[config.mk]
export PLATFORM = sky130hd
export DESIGN_NAME = integer_division_unit
export DESIGN_NICKNAME = d
export VERILOG_FILES = /design/src/rtl/div_pkg.sv /design/src/rtl/integer_division_step.sv /design/src/rtl/integer_division_unit.sv
export SDC_FILE = /design/constraint.sdc
export NUM_CORES = 1
export LEC_CHECK = 0
export BUFFER_PORTS_ARGS = -buffer_cell sky130_fd_sc_hd__buf_2
export CAP_MARGIN = 15
export CORE_MARGIN = 2
export CORE_UTILIZATION = 30
export CTS_BUF_LIST = sky130_fd_sc_hd__clkbuf_8
export CTS_CLUSTER_SIZE = 8
export DETAILED_ROUTE_END_ITERATION = 8
export PLACE_DENSITY = 0.55
export SYNTH_ARGS = -nofsm -noshare
export SYNTH_HDL_FRONTEND = slang
export SYNTH_SLANG_ARGS = --single-unit
[constraint.sdc]
create_clock -name clk_i -period 12.3 [get_ports clk_i]
set_input_delay 1.845 -clock clk_i [delete_from_list [all_inputs] [get_ports clk_i]]
set_output_delay 1.845 -clock clk_i [all_outputs]
set_load 0.05 [all_outputs]
[src/rtl/div_pkg.sv]
// Shared definitions for the sequential integer divider: data width,
// RV32M divide op encoding, FSM states and the forced special-case result.
package div_pkg;

   localparam int XLEN  = 32;
   localparam int CNT_W = 5;

   localparam logic [XLEN-1:0] INT_MIN = {1'b1, {(XLEN-1){1'b0}}};

   // Bit 1 selects remainder, bit 0 selects unsigned.
   typedef enum logic [1:0] {
      DIV  = 2'b00,
      DIVU = 2'b01,
      REM  = 2'b10,
      REMU = 2'b11
   } div_op_e;

   typedef enum logic [1:0] {
      IDLE = 2'b00,
      RUN  = 2'b01,
      DONE = 2'b10
   } div_state_e;

   function automatic logic op_is_rem(input div_op_e op);
      return op[1];
   endfunction

   function automatic logic op_is_signed(input div_op_e op);
      return ~op[0];
   endfunction

   // Result for divide-by-zero (div_zero = 1) or signed overflow (div_zero = 0).
   function automatic logic [XLEN-1:0] forced_result(input div_op_e         op,
                                                     input logic [XLEN-1:0] dividend,
                                                     input logic            div_zero);
      if (div_zero) begin
         return op_is_rem(op) ? dividend : {XLEN{1'b1}};
      end
      return op_is_rem(op) ? {XLEN{1'b0}} : INT_MIN;
   endfunction

endpackage

[src/rtl/integer_division_step.sv]
// One radix-2 restoring division iteration, purely combinational.
// The {remainder, quotient} pair is shifted left by one; the divisor is
// trial-subtracted from the 33-bit partial remainder and, when the result
// is non-negative, it is kept and the new quotient LSB is set.
module integer_division_step
   import div_pkg::*;
(
   input  logic [XLEN-1:0] rem_i,
   input  logic [XLEN-1:0] quo_i,
   input  logic [XLEN-1:0] divisor_i,
   output logic [XLEN-1:0] rem_o,
   output logic [XLEN-1:0] quo_o
);

   logic [XLEN:0] partial;
   logic          nonneg;

   // Shift, trial-subtract, restore or keep.
   always_comb begin
      partial = {rem_i, quo_i[XLEN-1]};
      nonneg  = (partial >= {1'b0, divisor_i});
      // A kept difference is always below the divisor, so 32 bits hold it exactly.
      rem_o   = nonneg ? (partial[XLEN-1:0] - divisor_i) : partial[XLEN-1:0];
      quo_o   = {quo_i[XLEN-2:0], nonneg};
   end

endmodule

[src/rtl/integer_division_unit.sv]
// Sequential 32-bit RV32M divider (DIV, DIVU, REM, REMU), one quotient bit
// per clock, with a start/busy/done handshake.
// Optional build macro DIV_FAST_SPECIAL_EN: divide-by-zero and signed
// overflow finish at the accepting edge instead of running 33 cycles.
module integer_division_unit
   import div_pkg::*;
(
   input  logic            clk_i,
   input  logic            rst_i,
   input  logic            start_i,
   input  logic [1:0]      op_i,
   input  logic [XLEN-1:0] operand1_i,
   input  logic [XLEN-1:0] operand2_i,
   output logic            busy_o,
   output logic            done_o,
   output logic [XLEN-1:0] result_o
);

   div_state_e state_q, state_d;

   logic [CNT_W-1:0] cnt_q, cnt_d;
   logic             last_q, last_d;       // all 32 iterations have been applied
   div_op_e          op_q, op_d;
   logic             neg_quo_q, neg_quo_d;
   logic             neg_rem_q, neg_rem_d;
   logic             div_zero_q, div_zero_d;
   logic             ovf_q, ovf_d;
   logic [XLEN-1:0]  dividend_q, dividend_d; // original dividend, for rem-by-zero
   logic [XLEN-1:0]  divisor_q, divisor_d;   // |divisor| for signed ops
   logic [XLEN-1:0]  rem_q, rem_d;
   logic [XLEN-1:0]  quo_q, quo_d;
   logic [XLEN-1:0]  result_q, result_d;

   div_op_e         op_in;
   logic            in_signed;
   logic            in_div_zero;
   logic            in_ovf;
   logic [XLEN-1:0] op1_abs;
   logic [XLEN-1:0] op2_abs;
   logic [XLEN-1:0] step_rem;
   logic [XLEN-1:0] step_quo;

   assign op_in       = div_op_e'(op_i);
   assign in_signed   = op_is_signed(op_in);
   assign in_div_zero = (operand2_i == '0);
   assign in_ovf      = in_signed && (operand1_i == INT_MIN) && (operand2_i == '1);
   // Negating INT_MIN wraps back to 0x80000000, which is the wanted unsigned magnitude.
   assign op1_abs     = (in_signed && operand1_i[XLEN-1]) ? -operand1_i : operand1_i;
   assign op2_abs     = (in_signed && operand2_i[XLEN-1]) ? -operand2_i : operand2_i;

   integer_division_step u_step (
      .rem_i     (rem_q),
      .quo_i     (quo_q),
      .divisor_i (divisor_q),
      .rem_o     (step_rem),
      .quo_o     (step_quo)
   );

   // State register.
   always_ff @(posedge clk_i or posedge rst_i) begin
      // NOTE: sequential state uses non-blocking assignments so every register
      // samples its pre-edge value, independent of statement order.
      if (rst_i) state_q <= IDLE;
      else       state_q <= state_d;
   end

   // Next-state logic and datapath next values.
   always_comb begin
      // NOTE: every _d starts as its _q (or a fixed state), so no path through
      // the case leaves a signal unassigned and no latch is inferred.
      state_d    = state_q;
      cnt_d      = cnt_q;
      last_d     = last_q;
      op_d       = op_q;
      neg_quo_d  = neg_quo_q;
      neg_rem_d  = neg_rem_q;
      div_zero_d = div_zero_q;
      ovf_d      = ovf_q;
      dividend_d = dividend_q;
      divisor_d  = divisor_q;
      rem_d      = rem_q;
      quo_d      = quo_q;
      result_d   = result_q;

      case (state_q)
         IDLE, DONE: begin
            if (start_i) begin
               state_d    = RUN;
               cnt_d      = '0;
               last_d     = 1'b0;
               op_d       = op_in;
               neg_quo_d  = in_signed && (operand1_i[XLEN-1] ^ operand2_i[XLEN-1]);
               neg_rem_d  = in_signed && operand1_i[XLEN-1];
               div_zero_d = in_div_zero;
               ovf_d      = in_ovf;
               dividend_d = operand1_i;
               divisor_d  = op2_abs;
               rem_d      = '0;
               quo_d      = op1_abs;
`ifdef DIV_FAST_SPECIAL_EN
               if (in_div_zero || in_ovf) begin
                  state_d  = DONE;
                  result_d = forced_result(op_in, operand1_i, in_div_zero);
               end
`endif
            end else begin
               state_d = IDLE;
            end
         end

         RUN: begin
            if (!last_q) begin
               rem_d  = step_rem;
               quo_d  = step_quo;
               cnt_d  = cnt_q + 1'b1;
               last_d = (cnt_q == '1);
            end else begin
               state_d = DONE;
               if (div_zero_q || ovf_q) begin
                  result_d = forced_result(op_q, dividend_q, div_zero_q);
               end else if (op_is_rem(op_q)) begin
                  result_d = neg_rem_q ? -rem_q : rem_q;
               end else begin
                  result_d = neg_quo_q ? -quo_q : quo_q;
               end
            end
         end

         default: state_d = IDLE;
      endcase
   end

   // Datapath registers; all cleared on reset so an aborted run leaves nothing behind.
   always_ff @(posedge clk_i or posedge rst_i) begin
      if (rst_i) begin
         cnt_q      <= '0;
         last_q     <= 1'b0;
         op_q       <= DIV;
         neg_quo_q  <= 1'b0;
         neg_rem_q  <= 1'b0;
         div_zero_q <= 1'b0;
         ovf_q      <= 1'b0;
         dividend_q <= '0;
         divisor_q  <= '0;
         rem_q      <= '0;
         quo_q      <= '0;
         result_q   <= '0;
      end else begin
         cnt_q      <= cnt_d;
         last_q     <= last_d;
         op_q       <= op_d;
         neg_quo_q  <= neg_quo_d;
         neg_rem_q  <= neg_rem_d;
         div_zero_q <= div_zero_d;
         ovf_q      <= ovf_d;
         dividend_q <= dividend_d;
         divisor_q  <= divisor_d;
         rem_q      <= rem_d;
         quo_q      <= quo_d;
         result_q   <= result_d;
      end
   end

   assign busy_o   = (state_q == RUN);
   assign done_o   = (state_q == DONE);
   assign result_o = result_q;

endmodule

Word-level counts from Yosys, hierarchy flattened
Index checks and enable logic that the tools add are counted.

Add/sub/neg operators: 6. $lt $le $gt $ge: 1. Eq/ne operators: 8. Mux-type cells: 30. Bitwise logic cells: 2. Reductions and logical operators: 14.

Operators by type and width (count): 32-bit 2-to-1 mux (15); 32-bit negator (4); 32-bit one-hot mux with 2 select lines (2); 32-bit == test (second input constant) (2); 33-bit by 32-bit greater-or-equal comparator with 1-bit output (1); 32-bit zero test (1); 32-bit subtractor (1); 5-bit 2-to-1 mux (2); 5-bit one-hot mux with 2 select lines (1); 1-bit 2-to-1 mux (7); 2-bit AND reduction (3); 5-bit by 1-bit adder with 5-bit output (second input constant) (1); 5-bit == test (second input constant) (1); 1-bit logical AND (5); 2-bit != test (second input constant) (2); 2-bit one-hot mux with 2 select lines (1); 3-bit AND reduction (1); 2-bit by 1-bit == test with 1-bit output (second input constant) (1); 2-bit == test (second input constant) (1); 2-bit zero test (1); 2-bit 2-to-1 mux (1); 2-bit by 1-bit != test with 1-bit output (second input constant) (1); 1-bit one-hot mux with 2 select lines (1); 2-bit nonzero test (1); 4 further kinds (4).

Bits in registers: 174. Input bits: 69.

Logic depth before layout (Yosys ltp)
Gate-level depths: netlist of the first run.

Word-level depth: 6. Depth in mapped cells: 13. Depth with buffers taken out: 12.

Hierarchy
A second synthesis of the first run with hierarchy kept.

Cells, all modules: 1595. Area, all modules: 12869.8 um2.

By module, submodules not included: integer_division_unit (instances 1, cells an instance 1232, area each 10207.3 um2, sequential area each 4329.2 um2); integer_division_step (instances 1, cells an instance 363, area each 2662.6 um2, sequential area each 0.0 um2).

Worst setup path after synthesis of the first run
Ideal clock, no wire load.

Path type: input -> register. From: input port operand2_i[8]. To: register divisor_q[26]. Setup time: 0.133 ns. Arrival: 3.658 ns. Setup slack: 8.509 ns. Stages: 8. Path through: or4_1 -> nor4_2 -> and3_1 -> nand3b_1 -> nor4_2 -> a21oi_1 -> xnor2_1 -> o21ai_0.

Word-level cells in the longest chain between the ends: 2.

Ends and longest elaborated chain: start: declaration (line integer_division_unit.sv:13) `input logic [XLEN-1:0] operand2_i,`; 32-bit negator (line integer_division_unit.sv:49) `assign op2_abs = (in_signed && operand2_i[XLEN-1]) ? -operand2_i : operand2_i;`; 32-bit 2-to-1 mux (line integer_division_unit.sv:49); end signal: assignment (line integer_division_unit.sv:157) `divisor_q <= divisor_d;`; end: declaration (line integer_division_unit.sv:29) `logic [XLEN-1:0] divisor_q, divisor_d;`.

Every way passes these cells. A chain may end at the register's enable or synchronous reset.

Worst setup path after layout of the first run
From: register state_q[0]. To: output port busy_o.

Word-level cells in the longest chain between the ends: 1.

Ends and longest elaborated chain: start: declaration (line integer_division_unit.sv:19) `div_state_e state_q, state_d;`; start signal: assignment (line integer_division_unit.sv:64) `else state_q <= state_d;`; 2-bit by 1-bit == test with 1-bit output (line integer_division_unit.sv:164) `assign busy_o = (state_q == RUN);`; end: declaration (line integer_division_unit.sv:14) `output logic busy_o,`.

Every way passes these cells.

==> out/results.tsv, run 1 <==
metric	value	unit
Max-Cap Viols	0	
crit path from	state_q[0]	
top post-synthesis cells by count	nand2_1 (245), dfrtp_1 (173), o21ai_0 (155), a21oi_1 (120), nor2_1 (92)	
RR Startpoint	rem_q[2]	
Synthesized Nets	1587	
layout net count	1638	
Slew Limit Fails	0	
kind of critical path	reg -> out	
number of synthesized flops with an enable pin	0	
RSZ-0062 raised after global routing	false	
Hold WS	0.481	ns
Util after Layout	33.8	%
post_cts resized	0	
Worst Setup End Kind	output pin	
row cnt	73	
Worst-Margin Slew	1.10	ns
clock latency at the later pin of the worst-skew pair	0.50	ns
Critical Path RT	10.45	ns
PortBufs	102	
DR vias	10909	
routed len/inst	18.1	um
Die H	204	um
Synth Flop Type	dfrtp_1	
TritonCTS clock tree	done	
worst setup path end	busy_o	
root buf cell	clkbuf_8	
worst vdd ir	0.000161	V
Worst setup SP type	flop	
vias in the first global route	10441	
Worst Path Arrival	2.15	ns
Cells after DPL	2034	
Final ANT Viol Nets	0	
status	completed	
post-synthesis sequential area ratio	36.2	%
final setup fails	0	
asr flop ratio synth	100	%
# DRC	0	
Synth Area in XOR/XNOR	10.1	%
count leader, synth	nand2_1	
worst reg2reg endpoint	rem_q[21]	
Starting Density	30.3	%
Routed WL	37400	um
cells after synthesis	1478	
minimum clock period	3.99	ns
Place WS	7.96	ns
Vias/cell	5.28	
clk buf depth	2	
dpl hpwl	27100	um
mux cell area share after synthesis	2.28	%
delay-heaviest family, CP	buffers and inverters	
mean area per synthesized cell	8.10	um^2
CP Max Fanout	57	
initial antenna violation count	1	
synth top area cells	dfrtp_1 (36%), nand2_1 (7.7%), o21ai_0 (6.5%)	
post-route insts no fill	2067	
Fmax achieved	0.250	GHz
die area	0.0415	mm^2
critical path depth	4	
area leader, netlist	dfrtp_1	
cell area after synthesis	0.0120	mm^2
top-area cell type share of the netlist area	36.2	%
Num CTS Buffers	17	
Cell Chain, Critical Path	nand2b_1, clkinv_1, buf_4, buf_2	
die width	204	um
Synth warnings	0	
pwr/cell area	308	mW/mm^2
final worst slack	8.31	ns
Yosys reg bits	173	
reg-to-reg slack, setup	8.41	ns
synth unique cells	71	
R2R depth	9	
setup bufs post-CTS	0	
# diodes	0	
Hold Vio Cnt, Final	0	
core area	0.0395	mm^2
slew margin rel.	26.7	%
CP max stage delay	0.47	ns
CTS Hold Buffers Added	0	
fin crit share	32.5	%
initial DRC count	762	
Crit-path slowest cell	dfrtp_1	
Worst Path Buf+Inv	3	
Min-Delay Path Class	reg -> reg	
DRT Pass-1 Iters	7	
compound-cell area share of the yosys netlist	22.3	%
Post-Synth Simple-Gate Area	20.3	%
post-route clock skew	0.0239	ns
Leak Pwr	5.67	nW
Clock Sinks	173	
first-pass GRT wire length	59500	um
CTS clock-pin slew for the worst setup and hold paths	0.12	ns
GRT Total Usage	18.2	%
H-tree depth	4	
Hold Crit Start	dividend_q[8]	
Final TNS setup	0	ns
Area growth, synth to finish	11.5	%
adder-cell area share of the yosys netlist	4.24	%
I/O pins	103	
largest net degree at the start of global routing	103	
gr ovfl total	0	
Routability Congestion	0.849	
Fill cells	4209	
layout cell share with drive strength beyond 1	11.2	%
largest family of logic cells by synthesized area	compound AO/OA/AOI/OAI gates	
## worst min-delay path: cells and delay by family, from the launching register on
kind / cells / cell delay [ns]
AND/OR/NAND/NOR: 2 / 0.10
flip-flops: 1 / 0.36
## area by class of cell
type / instances / area, um^2 / area share [%]
repair buffers: 117 / 623 / 4.66
flip-flops and latches: 173 / 4330 / 32.4
multi-input cells: 1159 / 7110 / 53.2
clock inverters: 15 / 170 / 1.27
inverters: 61 / 234 / 1.75
well taps: 525 / 657 / 4.92
clock buffers: 17 / 234 / 1.75
## worst min path at each step
stage | to | slack, ns | cells past startpoint
final | dividend_q[8] | 0.48 | 2
after global routing | dividend_q[15] | 0.50 | 2
after CTS | dividend_q[15] | 0.49 | 2
after detailed placement | dividend_q[15] | 0.46 | 2
after global placement | dividend_q[15] | 0.45 | 2
after floorplan | dividend_q[15] | 0.44 | 2
## state kept, by name, summed over array words and instances, names as in the netlist, 2 cells and up
name and flops:
rem_q 32, result_o 32, state_q 2, divisor_q 32, dividend_q 32, quo_q 32
cnt_q 5
## cells by family (layout without fill, tap and decap cells)
| kind of cell | Yosys count | in the layout |
|---|---|---|
| compound gates | 436 | 436 |
| xor+xnor | 138 | 138 |
| fa+ha+maj | 40 | 40 |
| buf+inv | 146 | 210 |
| flops | 173 | 173 |
| mux | 27 | 27 |
| simple gates | 518 | 518 |
## through the flow
| step | area, um^2 | total power [mW] |
|---|---|---|
| after detailed placement | 12900 | 3.71 |
| after global routing | 13400 | 4.49 |
| after global placement | 12900 | 3.67 |
| after CTS | 13400 | 4.14 |
| final | 13400 | 4.12 |
| after floorplan | 12000 | 3.04 |
## cells in the final DEF, fill, tap and decap left out, drive strengths merged, types with 39 or more instances in the layout
cell type,synthesis,routed
nand2,245,245
dfrtp,173,173
o21ai,162,162
a21oi,120,120
buf,17,117
nor2,92,92
xnor2,78,78
inv,60,69
xor2,60,60
ha,39,39
## per-layer routing
layer	track usage, %	wire, um	up-vias
met3	2.52	1450	49
met2	30.1	18000	252
met4	5.68	850	2
li1	-	-	5329
met1	24.7	17100	5277
met5	0	7	-
## power breakdown
| part | internal (mW) | switching, mW |
|---|---|---|
| registers | 0.853 | 0.311 |
| logic | 0.977 | 1.56 |
| clock network | 0.156 | 0.265 |
| total | 1.99 | 2.13 |
Power figures use the tool's default switching activity.
==> run 2, diff against run 1 <==
- clock period: 12.3 -> 4.1 ns (I/O delays scaled with it)
==> out/results.tsv, run 2 (synthesis results as in run 1) <==
metric	value	unit	change
status	completed		
Critical Path RT	4.52	ns	-5.93 ns
CTS clock-pin slew for the worst setup and hold paths	0.11	ns	about the same
initial DRC count	863		+13%
layout net count	1647		+0.55%
row cnt	73		unchanged
pwr/cell area	925	mW/mm^2	+200%
Final TNS setup	0	ns	unchanged
gr ovfl total	0		unchanged
Util after Layout	33.9	%	+0.17 points
final setup fails	0		unchanged
Routability Congestion	0.815		-4.1%
routed len/inst	17.9	um	-1.1%
first-pass GRT wire length	59200	um	-0.46%
Die H	204	um	unchanged
R2R depth	8		-1
Starting Density	30.3	%	unchanged
Worst-Margin Slew	0.998	ns	-0.101 ns
most frequent cells in the layout	nand2_1 (245), dfrtp_1 (173), o21ai_0 (155), a21oi_1 (120), buf_2 (102)		
reg-to-reg slack, setup	0.55	ns	-7.86 ns
Final Power	12.4	mW	+200%
largest net degree at the start of global routing	143		+39%
worst reg2reg endpoint	rem_q[19]		
design area	0.0134	mm^2	+0.51%
final worst slack	0.547	ns	-7.76 ns
CTS Hold Buffers Added	0		unchanged
Slew Limit Fails	0		unchanged
H-tree depth	4		unchanged
Hold Vio Cnt, Final	0		unchanged
Placed Area	0.0130	mm^2	+0.67%
TritonCTS clock tree	done		
Fmax achieved	0.281	GHz	
vias in the first global route	10362		-0.76%
RSZ-0062 raised after global routing	false		
die area	0.0415	mm^2	unchanged
DR vias	10879		-0.28%
slew margin rel.	33.5	%	+6.8 points
Vias/cell	5.24		-0.71%
dpl hpwl	27200	um	+0.28%
post-route insts no fill	2076		+0.44%
setup bufs post-CTS	0		unchanged
Worst Path Arrival	3.97	ns	+1.82 ns
Leak Pwr	5.70	nW	+0.63%
Hold WS	0.0464	ns	-0.435 ns
Clock Sinks	173		unchanged
DRT Pass-1 Iters	5		-2
initial antenna violation count	2		+1
Place WS	0.615	ns	-7.34 ns
RR Startpoint	rem_q[2]		
CP Max Fanout	27		-53%
commonest non-fill, non-tap cell in the layout	nand2_1		
# DRC	0		unchanged
Worst setup SP type	flop		
clock latency at the later pin of the worst-skew pair	0.51	ns	about the same
Worst Setup End Kind	flop		
layout cell share with drive strength beyond 1	11.7	%	+0.52 points
Final ANT Viol Nets	0		unchanged
post-route clock skew	0.0252	ns	+0.00127 ns
kind of critical path	reg -> reg		
post_cts resized	0		unchanged
worst vdd ir	0.000341	V	+110%
GRT Total Usage	18.2	%	-0.036 points
root buf cell	clkbuf_8		
PortBufs	102		unchanged
Area growth, synth to finish	12.1	%	
core area	0.0395	mm^2	unchanged
# diodes	0		unchanged
die width	204	um	unchanged
minimum clock period	3.55	ns	
Max-Cap Viols	0		unchanged
Num CTS Buffers	17		unchanged
fin crit share	86.7	%	
Routed WL	37100	um	-0.67%
Min-Delay Path Class	in -> async		
clk buf depth	2		unchanged
I/O pins	103		unchanged
Cells after DPL	2044		+0.49%
## run 2: critical path: stages, from the launching register on
cell      delay, ns
dfrtp_1        0.46
ha_1           0.40
nand3_1        0.12
o21ai_0        0.50
a31oi_1        0.27
o22a_1         0.32
o41a_2         0.69
or2_1          0.46
o211ai_1       0.23
## run 2: layout make-up
type,count,area (um^2)
inverters,61,233
repair buffers,126,703
clock inverters,14,145
flip-flops and latches,173,4330
multi-input cells,1159,7110
fillers,4130,26100
clock buffers,18,248
well taps,525,657
## run 2: power by group
group | internal, mW | switching, mW | total, mW
registers | 2.56 | 0.936 | 3.50
logic | 2.97 | 4.72 | 7.69
clock network | 0.471 | 0.768 | 1.24
total | 6.00 | 6.42 | 12.4
## run 2: how the worst max path moves through the flow
stage	from	endpoint	slack, ns	cells past startpoint
after detailed placement	rem_q[16]	rem_q[31]	0.61	8
final	rem_q[2]	rem_q[19]	0.55	8
after global routing	rem_q[2]	rem_q[19]	0.32	8
after CTS	rem_q[3]	rem_q[19]	0.56	8
after floorplan	quo_q[31]	rem_q[30]	1.18	12
after global placement	rem_q[16]	rem_q[30]	0.68	8
## run 2: routing by layer
layer	wire [um]	vias to the layer above	global-route usage, %
li1	-	5364	-
met1	17200	5218	25.0
met2	17300	247	29.3
met3	1510	50	2.57
met4	1050	0	6.28
met5	0	-	0
